<file path="src/rtl/cs_pkg.sv">
// rtl/cs_pkg.sv - shared defaults, width helpers and mode encoding for the CS smoothing filter
package cs_pkg;

    localparam int DEF_DW    = 8;
    localparam int DEF_DEPTH = 9;
    localparam int DEF_SHIFT = 3;

    localparam logic MODE_BELOW = 1'b0;
    localparam logic MODE_ABOVE = 1'b1;

    function automatic int clog2(input int v);
        int r;
        r = 0;
        for (int i = 0; i < 31; i++) begin
            if ((1 << i) < v) begin
                r = i + 1;
            end
        end
        return r;
    endfunction

    function automatic int sum_w(input int dw, input int depth);
        return dw + clog2(depth + 1);
    endfunction

    function automatic int y_w(input int dw, input int depth, input int shift);
        return dw + clog2(2 * depth) - shift;
    endfunction

endpackage

</file>
<file path="src/rtl/cs_filter_gen_select.sv">
// rtl/cs_filter_gen_select.sv - division-free mean test plus log-depth max/min tree picking Xappr
module cs_select
    import cs_pkg::*;
#(
    parameter int DW    = DEF_DW,
    parameter int DEPTH = DEF_DEPTH,
    parameter int SW    = sum_w(DW, DEPTH)
) (
    input  logic [DEPTH*DW-1:0] window,
    input  logic [SW-1:0]       sum,
    input  logic                mode,
    output logic [DW-1:0]       xappr
);

    localparam int LG = clog2(DEPTH);
    localparam int P  = 1 << LG;
    localparam logic [SW-1:0] DEPTH_S = SW'(DEPTH);

    logic [DW-1:0] neutral;
    logic [DW-1:0] lvl [P];

    function automatic logic [DW-1:0] pick(input logic [DW-1:0] a, input logic [DW-1:0] b,
                                            input logic m);
        if (m == MODE_ABOVE) begin
            return (a < b) ? a : b;
        end
        return (a > b) ? a : b;
    endfunction

    // Non-candidates become the reduction's identity so they can never win.
    assign neutral = (mode == MODE_ABOVE) ? '1 : '0;

    always_comb begin
        for (int i = 0; i < P; i++) begin
            lvl[i] = neutral;
        end
        for (int i = 0; i < DEPTH; i++) begin
            logic [DW-1:0] xi;
            logic [SW-1:0] scaled;
            logic          cand;
            xi     = window[i*DW +: DW];
            scaled = SW'(xi) * DEPTH_S;
            cand   = (mode == MODE_ABOVE) ? (scaled >= sum) : (scaled <= sum);
            lvl[i] = cand ? xi : neutral;
        end
        for (int l = 0; l < LG; l++) begin
            for (int i = 0; i < (P >> (l + 1)); i++) begin
                lvl[i] = pick(lvl[2*i], lvl[2*i+1], mode);
            end
        end
    end

    assign xappr = lvl[0];

endmodule

</file>
<file path="src/rtl/cs_filter_gen.sv">
// rtl/cs_filter_gen.sv - sliding-window CS smoothing filter with valid qualifiers, clear and mode
module cs_filter_gen
    import cs_pkg::*;
#(
    parameter int DW    = DEF_DW,
    parameter int DEPTH = DEF_DEPTH,
    parameter int SHIFT = DEF_SHIFT,
    parameter int SW    = sum_w(DW, DEPTH),
    parameter int YW    = y_w(DW, DEPTH, SHIFT),
    parameter int FW    = clog2(DEPTH + 1)
) (
    input  logic          clk,
    input  logic          reset,
    input  logic          clear,
    input  logic          in_valid,
    input  logic          mode,
    input  logic [DW-1:0] X,
    output logic [YW-1:0] Y,
    output logic          out_valid,
    output logic [FW-1:0] fill
);

    localparam logic [FW-1:0] FULL    = FW'(DEPTH);
    localparam logic [SW:0]   DEPTH_A = (SW + 1)'(DEPTH);

    logic [DEPTH*DW-1:0] win_q, win_d;
    logic [SW-1:0]       sum_q, sum_d;
    logic [FW-1:0]       fill_q, fill_d;
    logic [YW-1:0]       y_q, y_d;
    logic                valid_q, valid_d;

    logic [DW-1:0] oldest;
    logic [DW-1:0] xappr;
    logic [SW:0]   acc;

    assign oldest = win_q[DEPTH*DW-1 -: DW];

    // Selection sees the window after this cycle's accept, so Y lands on the accepting edge.
    cs_select #(
        .DW    (DW),
        .DEPTH (DEPTH),
        .SW    (SW)
    ) u_select (
        .window (win_d),
        .sum    (sum_d),
        .mode   (mode),
        .xappr  (xappr)
    );

    assign acc = {1'b0, sum_d} + (SW + 1)'(xappr) * DEPTH_A;

    always_comb begin
        win_d   = win_q;
        sum_d   = sum_q;
        fill_d  = fill_q;
        y_d     = y_q;
        valid_d = 1'b0;
        if (clear) begin
            win_d  = '0;
            sum_d  = '0;
            fill_d = '0;
            if (in_valid) begin
                win_d[DW-1:0] = X;
                sum_d         = SW'(X);
                fill_d        = FW'(1);
            end
        end else if (in_valid) begin
            win_d = {win_q[(DEPTH-1)*DW-1:0], X};
            if (fill_q == FULL) begin
                sum_d  = sum_q + SW'(X) - SW'(oldest);
                fill_d = fill_q;
            end else begin
                sum_d  = sum_q + SW'(X);
                fill_d = fill_q + FW'(1);
            end
            y_d     = YW'(acc >> SHIFT);
            valid_d = (fill_d == FULL);
        end
    end

    always_ff @(posedge clk) begin
        if (!reset) begin
            win_q   <= '0;
            sum_q   <= '0;
            fill_q  <= '0;
            y_q     <= '0;
            valid_q <= 1'b0;
        end else begin
            win_q   <= win_d;
            sum_q   <= sum_d;
            fill_q  <= fill_d;
            y_q     <= y_d;
            valid_q <= valid_d;
        end
    end

    assign Y         = y_q;
    assign out_valid = valid_q;
    assign fill      = fill_q;

endmodule

</file>
<file path="config.mk">
export PLATFORM = sky130hd
export DESIGN_NAME = cs_filter_gen
export DESIGN_NICKNAME = d
export VERILOG_FILES = /design/src/rtl/cs_pkg.sv /design/src/rtl/cs_filter_gen_select.sv /design/src/rtl/cs_filter_gen.sv
export SDC_FILE = /design/constraint.sdc
export NUM_CORES = 1
export LEC_CHECK = 0
export CORE_MARGIN = 2
export CORE_UTILIZATION = 57
export DETAILED_ROUTE_END_ITERATION = 6
export GPL_TIMING_DRIVEN = 0
export PLACE_DENSITY_LB_ADDON = 0.3
export SYNTH_ARGS = -nofsm -noshare
export SYNTH_HDL_FRONTEND = slang
export SYNTH_SLANG_ARGS = --single-unit
</file>
<file path="constraint.sdc">
create_clock -name clk -period 44.5 [get_ports clk]
set_input_delay 8.9 -clock clk [delete_from_list [all_inputs] [get_ports clk]]
set_output_delay 8.9 -clock clk [all_outputs]
set_load 0.05 [all_outputs]
</file>
After elaboration in Yosys (flattened, before gate mapping)
Cells that the tools add are included. W data, S select, Z words.

Equality and inequality tests: 2. Add/subtract/negate cells: 4. Multiplexer cells: 81. Reductions and logical operators: 3. $lt $le $gt $ge: 40. Multipliers: 10. Bitwise logic cells: 3.

Operators with widths (number): $mux W8 (60); $mux W72 (2); $mul A8 B4 Y12 const B (10); $ge A12 B12 Y1 (9); $le A12 B12 Y1 (9); $gt A8 B8 Y1 (11); $lt A8 B8 Y1 (11); $mux W12 (3); $mux W4 (5); $add A12 B12 Y13 (1); $add A12 B8 Y12 (1); $sub A12 B8 Y12 (1); $mux W1 (11); $eq A4 B4 Y1 const B (2); $add A4 B1 Y4 const B (1); $not A1 Y1 (3); $reduce_or A3 Y1 (1); $reduce_and A2 Y1 (1); $reduce_bool A2 Y1 (1).

Bits of input ports: 13. Flip-flop bits (word level): 99.

Depth between registers and ports, before layout
Depth after elaboration: 26. Depth in mapped cells: 90.

By module
Synthesis repeated with hierarchy kept, for this count alone.

Cells, all modules: 1977. Area total of the unflattened synthesis: 15474.8 um^2.

By module, submodules not included: cs_select (area an instance 9885.7 um^2, times used 1, sequential area each 0.0 um^2, cells each 1328); cs_filter_gen (area an instance 5589.1 um^2, times used 1, sequential area each 1981.9 um^2, cells each 649).

Worst setup path after synthesis
OpenSTA, ideal clock, no wires.

Kind: input to register. Start point: input port in_valid. End point: register y_q[8], in the netlist Y[8]. Arrival time: 24189 ps. Slack: 20247 ps. Cell stages on the path: 80. Cell sequence: buf_2 > buf_2 > buf_2 > buf_1 > buf_2 > buf_1 > clkbuf_1 > mux2i_1 > nor2_1 > ha_1 > ha_1 > inv_1 > fa_1 > nor2b_1 > o21ai_0 > a21boi_0 > nor2_1 > ha_1 > [44 not listed] > nand2b_1 > a21oi_1 > o21ai_2 > inv_1 > nor2_1 > o311a_1 > a311o_1 > and2_1 > ha_1 > ha_1 > ha_1 > nand3_1 > nor2_1 > a41oi_4 > o211ai_2 > nand3_1 > or4_1 > nand4_1.

Longest elaborated chain between the ends: 24.

RTL lines: start, declared (line cs_filter_gen.sv:15) `input logic in_valid,`; $mux W72 (*) (line cs_filter_gen.sv:67) `end else if (in_valid) begin`; $mux W72 (*) (line cs_filter_gen.sv:58) `if (clear) begin`; net u_select.window[41] (line cs_filter_gen_select.sv:9) `input logic [DEPTH*DW-1:0] window,`; $mul A8 B4 Y12 (line cs_filter_gen_select.sv:42) `scaled = SW'(xi) * DEPTH_S;`; $le A12 B12 Y1 / $ge A12 B12 Y1 (equally long branches) (line cs_filter_gen_select.sv:43) `cand = (mode == MODE_ABOVE) ? (scaled >= sum) : (scaled <= sum);`; $mux W1 (line cs_filter_gen_select.sv:43); $mux W8 (*) (line cs_filter_gen_select.sv:44) `lvl[i] = cand ? xi : neutral;`; $lt A8 B8 Y1 (line cs_filter_gen_select.sv:25) `return (a < b) ? a : b;`; [9 not listed]; $mux W8 (line cs_filter_gen_select.sv:24) `if (m == MODE_ABOVE) begin`; $mux W8 (*) (line cs_filter_gen_select.sv:27) `return (a > b) ? a : b;`; $lt A8 B8 Y1 (line cs_filter_gen_select.sv:25); $mux W8 (line cs_filter_gen_select.sv:25); $mux W8 (line cs_filter_gen_select.sv:24); $mux W8 (*) (line cs_filter_gen_select.sv:27); $mul A8 B4 Y12 (*) (line cs_filter_gen.sv:50) `assign acc = {1'b0, sum_d} + (SW + 1)'(xappr) * DEPTH_A;`; $add A12 B12 Y13 (*) (line cs_filter_gen.sv:50); end signal, assigned (line cs_filter_gen.sv:92) `y_q <= y_d;`; end, declared (line cs_filter_gen.sv:29) `logic [YW-1:0] y_q, y_d;`.

The timed path passes the listed nets; every way through them passes the cells marked *. The select of a mux whose other input is x is not followed. A chain may end at the register's enable or synchronous reset.

Worst setup path in the final report
Start point: input port clear. End point: register y_q[8], in the netlist Y[8].

Longest elaborated chain between the ends: 23.

RTL lines: start, declared (line cs_filter_gen.sv:14) `input logic clear,`; $mux W72 (*) (line cs_filter_gen.sv:58); net u_select.window[21] (line cs_filter_gen_select.sv:9); $mul A8 B4 Y12 (line cs_filter_gen_select.sv:42); $le A12 B12 Y1 / $ge A12 B12 Y1 (equally long branches) (line cs_filter_gen_select.sv:43); $mux W1 (line cs_filter_gen_select.sv:43); $mux W8 (*) (line cs_filter_gen_select.sv:44); $lt A8 B8 Y1 (line cs_filter_gen_select.sv:25); $mux W8 (line cs_filter_gen_select.sv:25); [8 not listed]; $mux W8 (line cs_filter_gen_select.sv:24); $mux W8 (*) (line cs_filter_gen_select.sv:27); $lt A8 B8 Y1 (line cs_filter_gen_select.sv:25); $mux W8 (line cs_filter_gen_select.sv:25); $mux W8 (line cs_filter_gen_select.sv:24); $mux W8 (*) (line cs_filter_gen_select.sv:27); $mul A8 B4 Y12 (*) (line cs_filter_gen.sv:50); $add A12 B12 Y13 (*) (line cs_filter_gen.sv:50).

Marks and branches as above.

==> impl_metrics.ini <==
[power]
p_per_area_nw_per_um2 = 44.29
power.static_leakage_nw = 8.368
vdd.ir_drop.worst_mv = 0.04975

[global_route]
grt_pass1_vias = 17408
grt_max_degree = 17
grt_overflow = 0
antenna_found_initial = 0
grt_pass1_wl_um = 99810
grt_usage_pct = 42.22

[sta]
tightestPinTransition_ns = 1.226
drv_slew = 0
fmax_ghz = 0.03197
finalSetupViolCount = 0
hold_violations = 0
slew_headroom_pct = 17.96
period_share_pct = 70.28
fin_skew_ns = 0.01634
tns_ns = 0
post-route-min-period_ns = 31.28
rsz0062_at_grt = no

[drt]
route.detailed.drc = 0
drt_pass1_iterations = 6
avgViaCountPerCell = 6.919
vias = 18378
wl_per_cell_um = 25.18
ant_nets = 0
totalWireLength_um = 66890
drt_iter0_markers = 2339

[synthesis]
yosysUniqueCellTypes = 98
syn-cell-area_sq_um = 16950
syn-num-nets = 2542
ys_async_sr_fraction_pct = 0
ys_top_cells_by_area = ha_1, dfxtp_1, mux2i_1, a21oi_1, nor2_1
yosysWarnings = 0
synth-main-ff-cell = dfxtp_1
avgSynthCellArea_sq_um = 7.631
synth_top_area_share_pct = 21.56
ys_seq_area_share_pct = 11.69
synth_edf_count = 0
postSynthCellCount = 2221
ys_ff_latch = 99
yosysTopAreaCell = ha_1

[hold_path]
hp-class = flop to flop
whs_path_depth = 2

[cts]
cts_setup_buffers = 0
htree_levels = 3
cts_tree = built
post_cts_resized = 0
max-clock-path-buffers = 2
cts_root_buf = clkbuf_16
cts_hold_buf = 0
clock_sinks = 99
path_clk_slew_ns = 0.08
insertion_delay_ns = 0.37
numCtsBuffers = 9

[die]
die_x_um = 176.4
core_sq_um = 29480
start_util_pct = 57.49
ios = 28
die_area_sq_um = 31130
die_y_um = 176.4
std_cell_rows = 63

[place]
gp_congestion = 1.052
dp.cells = 2639
hpwl_um = 51380
port_buffers = 26

[layout]
layout.cells.non_filler = 2656
final_cell_mix = ha_1, nor2_1, a21oi_1
layout_commonest_cell = ha_1
fin_util_pct = 61.25
area_delta_synth_final_pct = 6.541
layout-drive-gt1-share_pct = 5.033
fin_nets = 2581

[setup_path]
cp.required_ns = 44.82
crit_buf_inv = 13
cp_top_family = buffers and inverters
end_kind = flop
arrival_ns = 31.59
slowest_stage = clkbuf_1
cp-start-kind = input pin
cp_max_fo = 10
crit_cells = 84
crit_path_frequent_cell = ha_1
worstRegToRegCells = 87
crit_type = input pin to flop
slowest_delay_ns = 0.80

[flow_run]
cap_violations = 0

[status]
status = finished clean
==> tightest hold or removal path: cells and delay by family, from the launching register on <==
kind / cells / cell delay [ns]
compound gates: 1 / 0.05
flops: 1 / 0.32
simple gates: 1 / 0.05
==> power by group <==
group          switching (mW)  internal, mW  leakage [nW]
logic                   0.377         0.240          7.42
registers             0.00166        0.0916         0.801
clock network          0.0398        0.0496         0.149
==> cell type report <==
class | count | area (sq um)
Antenna cell | 1 | 2.502
Buffer | 96 | 384.1
Clock buffer | 10 | 229.0
Clock inverter | 6 | 88.84
Fill cell | 2755 | 11420
Inverter | 136 | 510.5
Multi-Input combinational cell | 1890 | 14080
Sequential cell | 99 | 1982
Tap cell | 390 | 488.0
Timing Repair Buffer | 28 | 290.3
==> flip-flops by register name, indices dropped and copies added (netlist names) <==
signal,cells
out_valid,1
fill,4
sum_q,12
Y,10
win_q,72
==> metal layers <==
metal,global-route usage (%),vias up,share of wire [%]
met1,51.90,8522,38
met5,0,-,0
li1,-,8257,-
met2,63.30,1238,41
met4,30.06,0,8.8
met3,11.91,361,12
==> logic make-up (layout without fill, tap and decap cells) <==
family                   count (synthesis)  in the layout  share of synthesized area [%]
multiplexers                           134            134                          8.128
flip-flops                              99             99                          11.69
AO/OA/AOI/OAI                          650            650                          25.70
AND/OR/NAND/NOR                        715            715                          21.47
buffers and inverters                  232            276                          5.278
other                                    0              1                              0
XOR/XNOR                                83             83                          4.289
adder cells (fa/ha/maj)                308            308                          23.45
==> synthesized netlist by cell type, drive strengths merged, types with 10 or more instances <==
| master | instances |
|---|---|
| nand3 | 53 |
| o31ai | 15 |
| nor2 | 197 |
| or3 | 12 |
| o21ai | 146 |
| mux2 | 29 |
| o21a | 38 |
| nor3 | 59 |
| o221ai | 11 |
| o211ai | 28 |
| nand2 | 122 |
| mux2i | 105 |
| or2 | 22 |
| and3 | 17 |
| xor2 | 20 |
| a22o | 13 |
| a221oi | 10 |
| dfxtp | 99 |
| clkbuf | 67 |
| nor2b | 31 |
| a21o | 60 |
| nand4 | 36 |
| and2 | 90 |
| fa | 16 |
| nand2b | 30 |
| xnor2 | 63 |
| a21oi | 173 |
| a31oi | 19 |
| a211oi | 20 |
| buf | 29 |
| inv | 136 |
| nor4 | 19 |
| ha | 292 |
| a2111oi | 10 |
==> per-stage QoR <==
step | power (mW) | hold WS, ns | instance area, sq um | worst slack, ns
final | 0.7998 | 0.4627 | 18060 | 13.22
after global routing | 0.8568 | 0.4860 | 18050 | 12.27
after CTS | 0.7760 | 0.4634 | 18050 | 14.55
after detailed placement | 0.6823 | 0.4519 | 17740 | 14.37
after global placement | 0.6642 | 0.4468 | 17700 | 14.13
after floorplan | 0.5453 | 0.5190 | 16950 | 20.25
==> worst paths after layout <==
check,endpoint,slack [ns],startpoint
setup / recovery,Y[8]$_SDFFE_PN0P_,13.22,clear
hold / removal,Y[1]$_SDFFE_PN0P_,0.46,Y[1]$_SDFFE_PN0P_
setup reg to reg,Y[8]$_SDFFE_PN0P_,24.75,sum_q[0]$_SDFF_PN0_
hold reg to reg,Y[1]$_SDFFE_PN0P_,0.46,Y[1]$_SDFFE_PN0P_
No activity file was read; power rests on OpenSTA's default activity.
==> RTL edit 1: new RTL, same flow settings <==
Set the package constant `DEF_DW` to 9 (it was 8).
--- a/src/rtl/cs_pkg.sv
+++ b/src/rtl/cs_pkg.sv
@@ -1,7 +1,7 @@
 // rtl/cs_pkg.sv - shared defaults, width helpers and mode encoding for the CS smoothing filter
 package cs_pkg;
 
-    localparam int DEF_DW    = 8;
+    localparam int DEF_DW    = 9;
     localparam int DEF_DEPTH = 9;
     localparam int DEF_SHIFT = 3;
 
Ports: changed (resized X and Y); port bits go from 28 to 30. No check against the original RTL was run, so the function may have changed too.
==> RTL edit 1 against the unedited design <==
  * The flow now finishes with violations (slew limit)
  * Setup slack gained 0.22 ns
  * Sequential power up 12%
  * Clock power shrank 2%
  * Power grew 14%
  * Area after synthesis rose by 0.37%
  * Wire length is 14% lower
  * Global-route usage decreased by 5.3 points
  * Final cell count fell by 2.9%
  * Synthesized cell count is 3.6% lower
  * Hold slack better by 0.011 ns
  * Non-clock buffer count shrank 14
  * Count of clock-buffer cells in the layout decreased by 1
  * Cell area up 0.67%
  * Sequential cell count rose by 11
==> RTL edit 1: results (changes against the unedited design) <==
* Status: finished, violations left
* Crit-path max cell delay at 0.78 ns (-0.02 ns)
* Placed inst area at 17900 µm² (+0.69%)
* Largest register FFs at 81 (+13%)
* Layout cells sized above 1 at 0.0356 (-0.0147)
* Post-synth top cells: 323 x ha_1, 162 x inv_1, 151 x nor2_1
* Die extent in x at 177 µm (+0.18%)
* Reg-to-reg endpoint: Y[10]$_SDFFE_PN0P_
* Post-Syn Instances at 2141 (-3.6%)
* Iter 0 DRT Violations at 1727 (-26%)
* Met1 wire length at 25100 µm (-0.97%)
* Area of the multi-input gates at 13900 µm² (-1.3%)
* Metal2 WL at 24600 µm (-10%)
* First-pass GRT wire length at 88900 µm (-11%)
* Post-synthesis mux area share at 0.0749 (-0.00633)
* Fraction of area in non-clock buffers at 0.0359 (-0.00149)
* Inverters at 163 (+20%)
* #MultiIn Comb at 1790 (-5.3%)
* Clock skew at 0.0126 ns (-0.00376 ns)
* Seq/Total Area, Yosys at 0.129 (+0.0125)
* Synth cell types at 90 (-8.2%)
* Fraction of area in multi-input gates at 0.765 (-0.0149)
* Total Wirelength at 57800 µm (-14%)
* Post-layout nets at 2538 (-1.7%)
* Initial antenna violation count at 1 (+1)
* Post-layout min period at 31.05 ns (-0.224 ns)
* P_sw at 0.480 mW (+15%)
* Worst vdd ir at 0.0000939 V (+89%)
* Count of pins over their slew limit at 8 (+8)
* Setup slack, reg-to-reg at 23.91 ns (-0.84 ns)
* GR met3 Demand/Resource at 0.0700 (-0.0491)
* Place WS at 13.70 ns (-0.665 ns)
* Non-clk bufs at 110 (-11%)
* Port Buf Inserts at 28 (+7.7%)
* Gp weighted congestion at 0.998 (-5.1%)
* Largest net degree at the start of global routing at 23 (+6)
* Worst Max-Slew Pin Slew at 1.63 ns (+0.399 ns)
* Worst setup startpoint: in_valid
* Gr usage total at 0.370 (-0.0526)
* Post-Layout Cell Count at 2580 (-2.9%)
* LEAKAGE at 8.79 nW (+5.0%)
* Failing checks: slew limit
* Grt met2 use at 0.581 (-0.0520)
[RTL edit 1: cell count changes in the layout (fill, tap and decap cells not counted), moves of 19 or more]
cell and change:
nand2_1 -22, a21oi_1 -33, o21a_1 +21, nor3_1 -19, inv_1 +28, nor2_1 -44
ha_1 +31, o21ai_1 -24
[RTL edit 1: worst min-delay path by stage]
stage	start	to	slack [ns]	cells after the start
6_report	Y[8]$_SDFFE_PN0P_	Y[8]$_SDFFE_PN0P_	0.47	2
5_1_grt	Y[5]$_SDFFE_PN0P_	Y[5]$_SDFFE_PN0P_	0.52	2
4_1_cts	Y[8]$_SDFFE_PN0P_	Y[8]$_SDFFE_PN0P_	0.47	2
3_5_place_dp	Y[8]$_SDFFE_PN0P_	Y[8]$_SDFFE_PN0P_	0.46	2
3_3_place_gp	Y[8]$_SDFFE_PN0P_	Y[8]$_SDFFE_PN0P_	0.44	2
2_1_floorplan	sum_q[2]$_SDFF_PN0_	sum_q[2]$_SDFF_PN0_	0.60	2
[RTL edit 1: worst max-delay path, delay by kind of cell]
kind	cells	cell delay (ns)
AOI/OAI and AO/OA	41	8.24
xor gates and xnor gates	1	0.14
adders and majority gates	8	2.95
buffers and inverters	16	6.78
muxes	3	1.43
and+or+nand+nor	13	2.84
[RTL edit 1: power by group through the flow]
stage | clock [mW] | sequential [mW] | combinational, mW
detailed placement | 0 | 0.106 | 0.708
global route | 0.0906 | 0.104 | 0.806
floorplan | 0 | 0.111 | 0.544
finish | 0.0877 | 0.104 | 0.723
CTS | 0.0870 | 0.104 | 0.711
global placement | 0 | 0.106 | 0.690
==> RTL edit 2: new RTL, config.mk and constraints unchanged <==
Without the edit above. Register the output `Y` once more, without a reset; this adds one clock of latency there. The other outputs are not delayed to match. Comments in the files are not updated.
--- a/src/rtl/cs_filter_gen.sv
+++ b/src/rtl/cs_filter_gen.sv
@@ -94,7 +94,9 @@
         end
     end
 
-    assign Y         = y_q;
+    always_ff @(posedge clk) begin
+        Y <= y_q;
+    end
     assign out_valid = valid_q;
     assign fill      = fill_q;
 
Formal check against the unedited RTL: not equivalent (a bounded check fails within 4 cycles, from zero or initial values and one cycle with reset low).
==> RTL edit 2 against the unedited design <==
  * The run now ends with capacitance limit, slew limit left
  * Hold slack got worse by 0.11 ns
  * Setup slack improved by 0.79 ns
  * Power rose by 9.5%
  * Wire length fell by 8.7%
  * Combinational power rose by 12%
  * Cell area fell by 2.7%
  * Count of clock-buffer cells in the layout fell by 1
  * Sequential cell count rose by 10
  * Fmax rose by 2.6%
  * Global-route usage fell by 3.1 points
  * Area after synthesis fell by 2.7%
  * Core utilization rose by 0.14 points
  * Critical endpoint is now y_q[8]$_SDFFE_PN0P_
  * Largest power group unchanged
==> RTL edit 2: results (changes against the unedited design) <==
* Status: finished, violations left
* Failing checks: capacitance limit, slew limit
* Reg-to-reg endpoint: y_q[8]$_SDFFE_PN0P_
* LEAKAGE at 8.09 nW (-3.3%)
* Average via count per standard cell at 6.76 (-2.3%)
* Critical hold path startpoint: y_q[7]$_SDFFE_PN0P_
* Layout cells sized above 1 at 0.0464 (-0.00398)
* Worst vdd ir at 0.0000869 V (+75%)
* Count of pins over their slew limit at 6 (+6)
* Clock skew at 0.0137 ns (-0.00264 ns)
* Port Buf Inserts at 25 (-3.8%)
* Vias in the first global route at 16300 (-6.1%)
* Post-DP HPWL at 49000 µm (-4.5%)
* Worst Max-Slew Pin Slew at 1.57 ns (+0.341 ns)
* XOR/XNOR Fraction of Synth Area at 0.0393 (-0.00358)
* Hold Path Depth at 0 (-2)
* Setup slack, reg-to-reg at 24.08 ns (-0.67 ns)
* R2R depth at 78 (-10%)
* Synth area leaders: ha_1 22%, dfxtp_1 13%, mux2i_1 6.3%, nor2_1 4.7%, a21oi_1 4.0%
* Crit-path max cell delay at 0.87 ns (+0.07 ns)
* Gp weighted congestion at 1.05 (-0.37%)
* Gr usage total at 0.392 (-0.0306)
* Post-synth top cells: 292 x ha_1, 205 x nor2_1, 135 x nand2_1
* Worst Slack Setup Final at 14.02 ns (+0.792 ns)
* Post-Synth Adder-Cell Area at 0.241 (+0.00658)
* Total Wirelength at 61100 µm (-8.7%)
* Synth cell types at 87 (-11%)
* Largest net degree at the start of global routing at 22 (+5)
* Iter 0 DRT Violations at 2070 (-12%)
* Worst Hold Endpoint: Y[7]$_DFF_P_
* MaxCap Viol Count at 1 (+1)
* First-pass GRT wire length at 92400 µm (-7.4%)
==> RTL edit 2: cell count changes after synthesis, sizes merged, moves of 11 or more <==
cell    before  now
and2        90   40
nand2      122  135
a21boi       8   22
a21oi      173  135
a211oi      20   31
==> RTL edit 2: kinds of logic (layout without fill, tap and decap cells) <==
group	count (synthesis)	count (layout)
adder cells (fa/ha/maj)	308	308
buffers and inverters	220	263
multiplexers	130	130
AND/OR/NAND/NOR	679	679
flip-flops	109	109
other	0	1
XOR/XNOR	74	74
AO/OA/AOI/OAI	616	616
==> RTL edit 2: worst max-delay path by stage <==
stage | start | endpoint | slack, ns | cells past startpoint
finish | clear | y_q[8]$_SDFFE_PN0P_ | 14.02 | 79
global placement | clear | y_q[8]$_SDFFE_PN0P_ | 14.76 | 71
detailed placement | clear | y_q[8]$_SDFFE_PN0P_ | 14.68 | 79
global route | clear | y_q[8]$_SDFFE_PN0P_ | 13.10 | 79
CTS | clear | y_q[8]$_SDFFE_PN0P_ | 14.94 | 79
floorplan | in_valid | y_q[8]$_SDFFE_PN0P_ | 19.41 | 75
==> RTL edit 2: power breakdown <==
part,total [mW],internal (mW),switching [mW]
Combinational,0.690,0.269,0.421
Sequential,0.105,0.102,0.00219
Clock,0.0813,0.0401,0.0412
==> RTL edit 2: layout make-up <==
| type | count | area [µm²] |
|---|---|---|
| inverters | 127 | 477 |
| multi-input cells | 1807 | 13500 |
| plain buffers | 93 | 359 |
| clock buffers | 9 | 225 |
| fillers | 2675 | 11100 |
| well taps | 384 | 480 |
| clock inverters | 7 | 83.8 |
| repair buffers | 27 | 277 |
| flip-flops and latches | 109 | 2180 |
| diodes | 1 | 2.50 |
==> RTL edit 2: worst max-delay path: cells and delay by family <==
family,cells,cell delay [ns]
and+or+nand+nor,19,3.28
xor gates and xnor gates,2,0.28
AOI/OAI and AO/OA,35,8.82
adders and majority gates,10,3.47
buffers and inverters,11,5.46
muxes,2,0.54
==> RTL edit 2: routing by layer <==
metal,up-vias,wire [µm],global-route usage
met5,-,0,0
met4,0,3140,0.185
met3,198,7240,0.0776
met2,1005,24900,0.585
met1,8143,25800,0.540
li1,7982,-,-
==> RTL edit 2: stage by stage <==
stage / hold slack (ns) / cell area (µm²) / total power, mW / cells
floorplan: 0.326 / 16500 / 0.605 / 2136
global placement: 0.340 / 17200 / 0.747 / 2545
detailed placement: 0.339 / 17300 / 0.767 / 2547
CTS: 0.348 / 17600 / 0.853 / 2563
global route: 0.363 / 17600 / 0.943 / 2563
finish: 0.353 / 17600 / 0.876 / 2564
